==> src/rtl/branch_predictor_btb_pkg.sv <==
// Shared constants for the branch target buffer: direction-counter encodings
// and default geometry.
package branch_predictor_btb_pkg;

    localparam logic [1:0] CTR_SNT = 2'b00;
    localparam logic [1:0] CTR_WNT = 2'b01;
    localparam logic [1:0] CTR_WT  = 2'b10;
    localparam logic [1:0] CTR_ST  = 2'b11;

    localparam int BTB_DEF_ADDR_W  = 16;
    localparam int BTB_DEF_ENTRIES = 16;
    localparam int BTB_DEF_CNT_W   = 16;

endpackage

==> src/rtl/branch_predictor_btb_if.sv <==
// Fetch-lookup and EX-resolve bundle between the pipeline (master) and the BTB (slave).
interface branch_predictor_btb_if #(
    parameter int ADDR_W = 16,
    parameter int CNT_W  = 16
);
    logic              bp_flush;
    logic [ADDR_W-1:0] if_pc;
    logic              pred_hit;
    logic              pred_taken;
    logic [ADDR_W-1:0] pred_pc;
    logic              ex_valid;
    logic [ADDR_W-1:0] ex_pc;
    logic              ex_is_branch;
    logic              ex_uncond;
    logic              ex_taken;
    logic [ADDR_W-1:0] ex_target;
    logic              ex_pred_taken;
    logic [ADDR_W-1:0] ex_pred_pc;
    logic              mispredict;
    logic [ADDR_W-1:0] redirect_pc;
    logic [CNT_W-1:0]  br_count;
    logic [CNT_W-1:0]  mp_count;

    modport master (
        output bp_flush, if_pc, ex_valid, ex_pc, ex_is_branch, ex_uncond,
               ex_taken, ex_target, ex_pred_taken, ex_pred_pc,
        input  pred_hit, pred_taken, pred_pc, mispredict, redirect_pc,
               br_count, mp_count
    );

    modport slave (
        input  bp_flush, if_pc, ex_valid, ex_pc, ex_is_branch, ex_uncond,
               ex_taken, ex_target, ex_pred_taken, ex_pred_pc,
        output pred_hit, pred_taken, pred_pc, mispredict, redirect_pc,
               br_count, mp_count
    );
endinterface

==> src/rtl/branch_predictor_btb_sat_ctr.sv <==
// 2-bit saturating up/down direction counter for one BTB entry; clear wins over
// load, load (fresh allocation) wins over count.
module bp_sat_ctr
    import branch_predictor_btb_pkg::*;
#(
    parameter logic [1:0] INIT = CTR_WNT
) (
    input  logic       clk,
    input  logic       pc_reset,
    input  logic       clr_i,
    input  logic       load_i,
    input  logic       en_i,
    input  logic       up_i,
    output logic [1:0] ctr_o
);

    logic [1:0] ctr_q, ctr_d;

    // NOTE: every signal written in always_comb gets a default first, otherwise
    // the paths that skip an assignment infer a latch.
    always_comb begin
        ctr_d = ctr_q;
        if (clr_i) begin
            ctr_d = INIT;
        end else if (load_i) begin
            ctr_d = CTR_WT;
        end else if (en_i) begin
            if (up_i && ctr_q != CTR_ST) begin
                ctr_d = ctr_q + 2'd1;
            end else if (!up_i && ctr_q != CTR_SNT) begin
                ctr_d = ctr_q - 2'd1;
            end
        end
    end

    // NOTE: sequential state uses non-blocking assignments so every flop samples
    // pre-edge values regardless of block ordering.
    always_ff @(posedge clk or posedge pc_reset) begin
        if (pc_reset) begin
            ctr_q <= INIT;
        end else begin
            ctr_q <= ctr_d;
        end
    end

    assign ctr_o = ctr_q;

endmodule

==> src/rtl/branch_predictor_btb.sv <==
// Direct-mapped branch target buffer with per-entry 2-bit direction counters,
// EX-stage mispredict detection and saturating branch/mispredict statistics.
module branch_predictor_btb
    import branch_predictor_btb_pkg::*;
#(
    parameter int         ADDR_W   = BTB_DEF_ADDR_W,
    parameter int         ENTRIES  = BTB_DEF_ENTRIES,
    parameter logic [1:0] CTR_INIT = CTR_WNT,
    parameter int         CNT_W    = BTB_DEF_CNT_W
) (
    input  logic                   clk,
    input  logic                   pc_reset,
    branch_predictor_btb_if.slave  bp
);

    localparam int IDX_W = $clog2(ENTRIES);
    localparam int TAG_W = ADDR_W - IDX_W;

    logic [ENTRIES-1:0] valid_q, valid_d;
    logic [TAG_W-1:0]   tag_q    [ENTRIES];
    logic [ADDR_W-1:0]  target_q [ENTRIES];
    logic               uncond_q [ENTRIES];
    logic [1:0]         ctr      [ENTRIES];

    logic [CNT_W-1:0]   br_cnt_q, br_cnt_d;
    logic [CNT_W-1:0]   mp_cnt_q, mp_cnt_d;

    // ---------------- IF lookup (asynchronous read, pre-edge contents) ----------------
    logic [IDX_W-1:0] lk_idx;
    logic [TAG_W-1:0] lk_tag;
    logic             lk_hit;
    logic             lk_taken;

    assign lk_idx   = bp.if_pc[IDX_W-1:0];
    assign lk_tag   = bp.if_pc[ADDR_W-1:IDX_W];
    assign lk_hit   = valid_q[lk_idx] && (tag_q[lk_idx] == lk_tag);
    assign lk_taken = lk_hit && (uncond_q[lk_idx] || ctr[lk_idx][1]);

    assign bp.pred_hit   = lk_hit;
    assign bp.pred_taken = lk_taken;
    assign bp.pred_pc    = lk_taken ? target_q[lk_idx] : bp.if_pc + ADDR_W'(1);

    // ---------------- EX resolve ----------------
    logic [ADDR_W-1:0] cpc;
    logic [IDX_W-1:0]  ex_idx;
    logic [TAG_W-1:0]  ex_tag;
    logic              ex_hit;
    logic              upd_en;
    logic              upd_hit_br;
    logic              upd_alloc;
    logic              upd_kill;

    assign cpc           = bp.ex_taken ? bp.ex_target : bp.ex_pc + ADDR_W'(1);
    assign bp.mispredict  = bp.ex_valid && (bp.ex_pred_pc != cpc);
    assign bp.redirect_pc = cpc;

    assign ex_idx = bp.ex_pc[IDX_W-1:0];
    assign ex_tag = bp.ex_pc[ADDR_W-1:IDX_W];
    assign ex_hit = valid_q[ex_idx] && (tag_q[ex_idx] == ex_tag);

    // A flush in the same cycle discards the table update but not the statistics.
    assign upd_en     = bp.ex_valid && !bp.bp_flush;
    assign upd_hit_br = upd_en && bp.ex_is_branch && ex_hit;
    assign upd_alloc  = upd_en && bp.ex_is_branch && !ex_hit && bp.ex_taken;
    assign upd_kill   = upd_en && !bp.ex_is_branch && ex_hit;

    always_comb begin
        valid_d = valid_q;
        if (bp.bp_flush) begin
            valid_d = '0;
        end else if (upd_alloc) begin
            valid_d[ex_idx] = 1'b1;
        end else if (upd_kill) begin
            valid_d[ex_idx] = 1'b0;
        end
    end

    always_ff @(posedge clk or posedge pc_reset) begin
        if (pc_reset) begin
            valid_q <= '0;
        end else begin
            valid_q <= valid_d;
        end
    end

    // NOTE: the payload arrays are deliberately not reset; valid gates every use,
    // so a reset network on the whole table would buy nothing.
    always_ff @(posedge clk) begin
        if (upd_alloc) begin
            tag_q[ex_idx]    <= ex_tag;
            target_q[ex_idx] <= bp.ex_target;
            uncond_q[ex_idx] <= bp.ex_uncond;
        end else if (upd_hit_br) begin
            uncond_q[ex_idx] <= bp.ex_uncond;
            if (bp.ex_taken) begin
                target_q[ex_idx] <= bp.ex_target;
            end
        end
    end

    // One direction counter per entry.
    for (genvar i = 0; i < ENTRIES; i++) begin : g_ctr
        bp_sat_ctr #(
            .INIT (CTR_INIT)
        ) u_ctr (
            .clk      (clk),
            .pc_reset (pc_reset),
            .clr_i    (bp.bp_flush),
            .load_i   (upd_alloc && (ex_idx == IDX_W'(i))),
            .en_i     (upd_hit_br && (ex_idx == IDX_W'(i))),
            .up_i     (bp.ex_taken),
            .ctr_o    (ctr[i])
        );
    end

    // ---------------- statistics ----------------
    always_comb begin
        br_cnt_d = br_cnt_q;
        mp_cnt_d = mp_cnt_q;
        if (bp.ex_valid && bp.ex_is_branch && br_cnt_q != '1) begin
            br_cnt_d = br_cnt_q + CNT_W'(1);
        end
        if (bp.mispredict && mp_cnt_q != '1) begin
            mp_cnt_d = mp_cnt_q + CNT_W'(1);
        end
    end

    always_ff @(posedge clk or posedge pc_reset) begin
        if (pc_reset) begin
            br_cnt_q <= '0;
            mp_cnt_q <= '0;
        end else begin
            br_cnt_q <= br_cnt_d;
            mp_cnt_q <= mp_cnt_d;
        end
    end

    assign bp.br_count = br_cnt_q;
    assign bp.mp_count = mp_cnt_q;

endmodule

==> src/flat_wrapper.sv <==
// flat-port wrapper written by rule: the top's interface ports become plain ports
module branch_predictor_btb_flat import branch_predictor_btb_pkg::*;
#(
    parameter int         ADDR_W   = BTB_DEF_ADDR_W,
    parameter int         ENTRIES  = BTB_DEF_ENTRIES,
    parameter logic [1:0] CTR_INIT = CTR_WNT,
    parameter int         CNT_W    = BTB_DEF_CNT_W
)
  (clk, pc_reset, bp_bp_flush, bp_if_pc, bp_ex_valid, bp_ex_pc, bp_ex_is_branch, bp_ex_uncond, bp_ex_taken, bp_ex_target, bp_ex_pred_taken, bp_ex_pred_pc, bp_pred_hit, bp_pred_taken, bp_pred_pc, bp_mispredict, bp_redirect_pc, bp_br_count, bp_mp_count);
  branch_predictor_btb_if #(.ADDR_W(ADDR_W), .CNT_W(CNT_W)) bp_i ();
  input  logic clk;
  input  logic pc_reset;
  input wire logic [$bits(bp_i.bp_flush)-1:0] bp_bp_flush;
  input wire logic [$bits(bp_i.if_pc)-1:0] bp_if_pc;
  input wire logic [$bits(bp_i.ex_valid)-1:0] bp_ex_valid;
  input wire logic [$bits(bp_i.ex_pc)-1:0] bp_ex_pc;
  input wire logic [$bits(bp_i.ex_is_branch)-1:0] bp_ex_is_branch;
  input wire logic [$bits(bp_i.ex_uncond)-1:0] bp_ex_uncond;
  input wire logic [$bits(bp_i.ex_taken)-1:0] bp_ex_taken;
  input wire logic [$bits(bp_i.ex_target)-1:0] bp_ex_target;
  input wire logic [$bits(bp_i.ex_pred_taken)-1:0] bp_ex_pred_taken;
  input wire logic [$bits(bp_i.ex_pred_pc)-1:0] bp_ex_pred_pc;
  output wire logic [$bits(bp_i.pred_hit)-1:0] bp_pred_hit;
  output wire logic [$bits(bp_i.pred_taken)-1:0] bp_pred_taken;
  output wire logic [$bits(bp_i.pred_pc)-1:0] bp_pred_pc;
  output wire logic [$bits(bp_i.mispredict)-1:0] bp_mispredict;
  output wire logic [$bits(bp_i.redirect_pc)-1:0] bp_redirect_pc;
  output wire logic [$bits(bp_i.br_count)-1:0] bp_br_count;
  output wire logic [$bits(bp_i.mp_count)-1:0] bp_mp_count;
  assign bp_i.bp_flush = bp_bp_flush;
  assign bp_i.if_pc = bp_if_pc;
  assign bp_i.ex_valid = bp_ex_valid;
  assign bp_i.ex_pc = bp_ex_pc;
  assign bp_i.ex_is_branch = bp_ex_is_branch;
  assign bp_i.ex_uncond = bp_ex_uncond;
  assign bp_i.ex_taken = bp_ex_taken;
  assign bp_i.ex_target = bp_ex_target;
  assign bp_i.ex_pred_taken = bp_ex_pred_taken;
  assign bp_i.ex_pred_pc = bp_ex_pred_pc;
  assign bp_pred_hit = bp_i.pred_hit;
  assign bp_pred_taken = bp_i.pred_taken;
  assign bp_pred_pc = bp_i.pred_pc;
  assign bp_mispredict = bp_i.mispredict;
  assign bp_redirect_pc = bp_i.redirect_pc;
  assign bp_br_count = bp_i.br_count;
  assign bp_mp_count = bp_i.mp_count;
  branch_predictor_btb #(.ADDR_W(ADDR_W), .ENTRIES(ENTRIES), .CTR_INIT(CTR_INIT), .CNT_W(CNT_W)) u_core (.clk(clk), .pc_reset(pc_reset), .bp(bp_i));
endmodule
==> config.mk <==
export PLATFORM = sky130hd
export DESIGN_NAME = branch_predictor_btb_flat
export DESIGN_NICKNAME = d
export VERILOG_FILES = /design/src/rtl/branch_predictor_btb_pkg.sv /design/src/rtl/branch_predictor_btb_if.sv /design/src/rtl/branch_predictor_btb_sat_ctr.sv /design/src/rtl/branch_predictor_btb.sv /design/src/flat_wrapper.sv
export SDC_FILE = /design/constraint.sdc
export NUM_CORES = 1
export LEC_CHECK = 0
export CORE_UTILIZATION = 50
export DETAILED_ROUTE_END_ITERATION = 12
export PLACE_DENSITY_LB_ADDON = 0.25
export SYNTH_ARGS = -nofsm -noshare
export SYNTH_HDL_FRONTEND = slang
export SYNTH_SLANG_ARGS = --single-unit
==> constraint.sdc <==
create_clock -name clk -period 6.65 [get_ports clk]
set_input_delay 1.33 -clock clk [delete_from_list [all_inputs] [get_ports clk]]
set_output_delay 1.33 -clock clk [all_outputs]
set_load 0.03 [all_outputs]
==> impl_metrics.py <==
metrics = {
    "sta": {
        "grt_setup_unrepaired": "no",
        "hold_viol_final": 0,
        "max_freq_mhz": 158,
        "setup_viol": 0,
        "tns_ns": 0,
        "slew_headroom_pct": 27.0,
        "maxSlewViolCount": 0,
        "fin_crit_sh_pct": 95.4,
        "tightestPinTransition_ns": 1.09,
        "clock_skew_ns": 0.0352,
        "finalCriticalPeriod_ns": 6.34,
    },
    "routing": {
        "drt-wirelength-per-cell_um": 27.7,
        "drc_errors": 0,
        "drt-initial-drc-count": 1758,
        "drtPass1Iterations": 5,
        "wl_um": 69000,
        "vias": 15900,
        "ant_nets": 0,
        "vias_per_cell": 6.39,
    },
    "worst_setup_path": {
        "critPathKind": "in2out",
        "worstSetupEndpointType": "output pin",
        "crit_required_ns": 5.32,
        "startpoint_type": "input port",
        "arrival_ns": 5.01,
        "cp_cell_sequence": "clkbuf_8 > buf_4 > mux4_2 > mux4_2 > xnor2_1 > nand4_1 > nor4_2 > buf_4 > nand2_1 > o21ai_0 > clkdlybuf4s50_1",
        "critPathMaxFanout": 39,
        "crit_slowest_cell": "clkdlybuf4s50_1",
        "cpPeakStageDelay_ns": 0.72,
    },
    "yosys": {
        "synth-edff-count": 464,
        "yosysTopAreaCell": "edfxtp_1",
        "syn_area_per_cell_um2": 15.9,
        "yosysUniqueCellTypes": 71,
        "syn_nets": 1674,
        "yosys-top-cells-area": "edfxtp_1, mux4_2, dfrtp_1",
        "yosys.area_share.xor_xnor_pct": 3.34,
        "ys_warn_count": 0,
        "synth-compound-area-share_pct": 5.77,
        "post-synth-top-area-fraction_pct": 54.9,
        "synthAdderAreaFrac_pct": 0.385,
        "ys_seq_area_share_pct": 62.9,
        "async_flop_share_pct": 14.7,
        "synth_top_family_by_area": "multiplexers",
        "synthesis.area_mm2": 0.0254,
        "synthCells": 1595,
        "synthMuxAreaShare_pct": 18.3,
        "ys_seq_elements": 544,
        "ys_top_cells_by_count": "edfxtp_1, mux4_2, nor2_1",
        "synth-simple-area-share_pct": 6.95,
        "synth_most_common_cell": "edfxtp_1",
        "ys.flop_type": "edfxtp_1",
    },
    "final_layout": {
        "fillers": 3844,
        "final_net_count": 1853,
        "seq_area_mm2": 0.0160,
        "multi_input_area_mm2": 0.00894,
        "final_layout_size_suffix_gt1_share_pct": 23.3,
        "area_growth_pct": 16.8,
        "design_area_mm2": 0.0296,
        "antennaDiodeCount": 0,
    },
    "grt": {
        "grt_busiest_layer": "met2",
        "grt_use_met1_pct": 36.8,
        "met3_usage_pct": 4.44,
        "grt_pass1_wl_um": 102000,
        "globalRoute.totalOverflow": 0,
        "grt_pass1_vias": 15800,
        "grtUsageTotal_pct": 27.2,
        "grt_util_met2_pct": 44.7,
        "grt_max_degree": 81,
        "antenna_found_initial": 1,
    },
    "floorplanning": {
        "dieHeight_um": 227,
        "rows": 82,
        "die-width_um": 227,
        "dieArea_mm2": 0.0516,
        "core_area_mm2": 0.0501,
        "start_util_pct": 50.6,
        "io_pins": 139,
    },
    "placement": {
        "place_congestion": 0.887,
        "portBuffers": 137,
        "dp.final_hpwl_um": 44500,
        "dpl-instance-area_mm2": 0.0279,
    },
    "flow_run": {
        "cap_violations": 0,
    },
    "cts": {
        "cts.sinks": 544,
        "cts_hold_buf": 0,
        "max-clock-path-buffers": 3,
        "clock_latency_ns": 0.63,
        "clk_pin_slew_ns": 0.06,
        "post_cts_buffers": 0,
        "cts.root.buffer_cell": "clkbuf_16",
        "cts_buffers": 55,
        "cts-resized-gates": 0,
        "htree_levels": 2,
        "cts_tree": "yes",
    },
    "outcome": {
        "status": "finished clean",
    },
    "pwr": {
        "p_leak_nw": 9.90,
        "peakVddDrop_v": 0.000230,
        "power_density_mw_per_mm2": 262,
    },
    "hold_path": {
        "hp-class": "reg2reg",
    },
}
## logic make-up after synthesis
family,count (synthesis)
buf+inv,132
simple gates,353
mux,236
xor+xnor,95
compound gates,227
flops,544
fa+ha+maj,8
## power breakdown
| group | internal [W] | switching, W |
|---|---|---|
| sequential | 0.00376 | 0.0000626 |
| combinational | 0.000370 | 0.000512 |
| clock | 0.00174 | 0.00130 |
| total | 0.00587 | 0.00187 |
## path summary, 6_finish.rpt
check / depth (start not counted) / slack (ns) / to / start
setup / recovery: 11 / 0.31 / bp_pred_pc[2] / bp_if_pc[0]
hold / removal: 2 / 0.49 / u_core.g_ctr[4].u_ctr.ctr_o[0]$_DFFE_PP1P_ / u_core.g_ctr[4].u_ctr.ctr_o[0]$_DFFE_PP1P_
setup reg to reg: 9 / 2.84 / u_core.g_ctr[11].u_ctr.ctr_o[1]$_DFFE_PP0P_ / u_core.tag_q[15][3]$_DFFE_PP_
hold reg to reg: 2 / 0.49 / u_core.g_ctr[4].u_ctr.ctr_o[0]$_DFFE_PP1P_ / u_core.g_ctr[4].u_ctr.ctr_o[0]$_DFFE_PP1P_
max in group asynchronous: 3 / 4.55 / u_core.valid_q[1]$_DFFE_PP0P_ / pc_reset
min in group asynchronous: 3 / 1.36 / u_core.bp.br_count[3]$_DFFE_PP0P_ / pc_reset
## sequential cells by signal (all words and copies together), names as in the netlist
| signal | flops |
|---|---|
| u_core.bp.mp_count | 16 |
| u_core.target_q | 256 |
| u_core.g_ctr.u_ctr.ctr_o | 32 |
| u_core.uncond_q | 16 |
| u_core.bp.br_count | 16 |
| u_core.tag_q | 192 |
| u_core.valid_q | 16 |
## cells in the final DEF (no fill, tap or decap), drive strengths merged, types with 6 or more instances in the layout
| cell type | count |
|---|---|
| nor2 | 88 |
| mux2i | 47 |
| a21oi | 46 |
| nor4 | 15 |
| nand2 | 74 |
| a311oi | 8 |
| buf | 109 |
| nand2b | 16 |
| nor2b | 20 |
| o21ai | 83 |
| dfrtp | 64 |
| nand3 | 45 |
| a22o | 9 |
| clkinv | 25 |
| inv | 31 |
| clkdlybuf4s50 | 113 |
| a211oi | 7 |
| dfstp | 16 |
| edfxtp | 464 |
| clkbuf | 71 |
| ha | 7 |
| a22oi | 8 |
| mux2 | 7 |
| mux4 | 182 |
| o41ai | 6 |
| o31ai | 15 |
| a21o | 6 |
| nand4 | 18 |
| xor2 | 40 |
| nor3 | 37 |
| and3 | 11 |
| and2 | 7 |
| xnor2 | 54 |
## worst max-delay path: cells and delay by family
kind	cells	cell delay [ns]
AO/OA/AOI/OAI	1	0.12
multiplexers	2	1.07
AND/OR/NAND/NOR	3	0.53
XOR/XNOR	1	0.21
buffers and inverters	4	1.67
## per-layer routing
metal	routed length [µm]	share of wire (%)	vias to the layer above
met2	34100	49	824
li1	-	-	6725
met3	5880	8.5	132
met5	8	0.012	-
met4	2210	3.2	2
met1	26900	39	8238
## cell type report
type | count | share of cell area, %
clock buffer | 70 | 4.91
clock inverter | 34 | 1.02
inverter | 31 | 0.397
multi-input combinational | 919 | 30.2
sequential | 544 | 53.9
tap | 672 | 2.84
timing repair buffer | 223 | 6.76
## metrics by stage
stage	setup slack, ns	power (W)	utilization (%)	hold slack [ns]	std cells
final	0.307	0.00774	59.1	0.486	2493
after global routing	0.0886	0.00796	59.1	0.506	2493
after CTS	0.335	0.00779	59.1	0.488	2493
after detailed placement	0.333	0.00477	55.6	0.479	2389
after global placement	0.387	0.00476	55.6	0.474	2389
after floorplan	0.878	0.00440	-	0.463	1595
(Power assumes the default switching activity.)
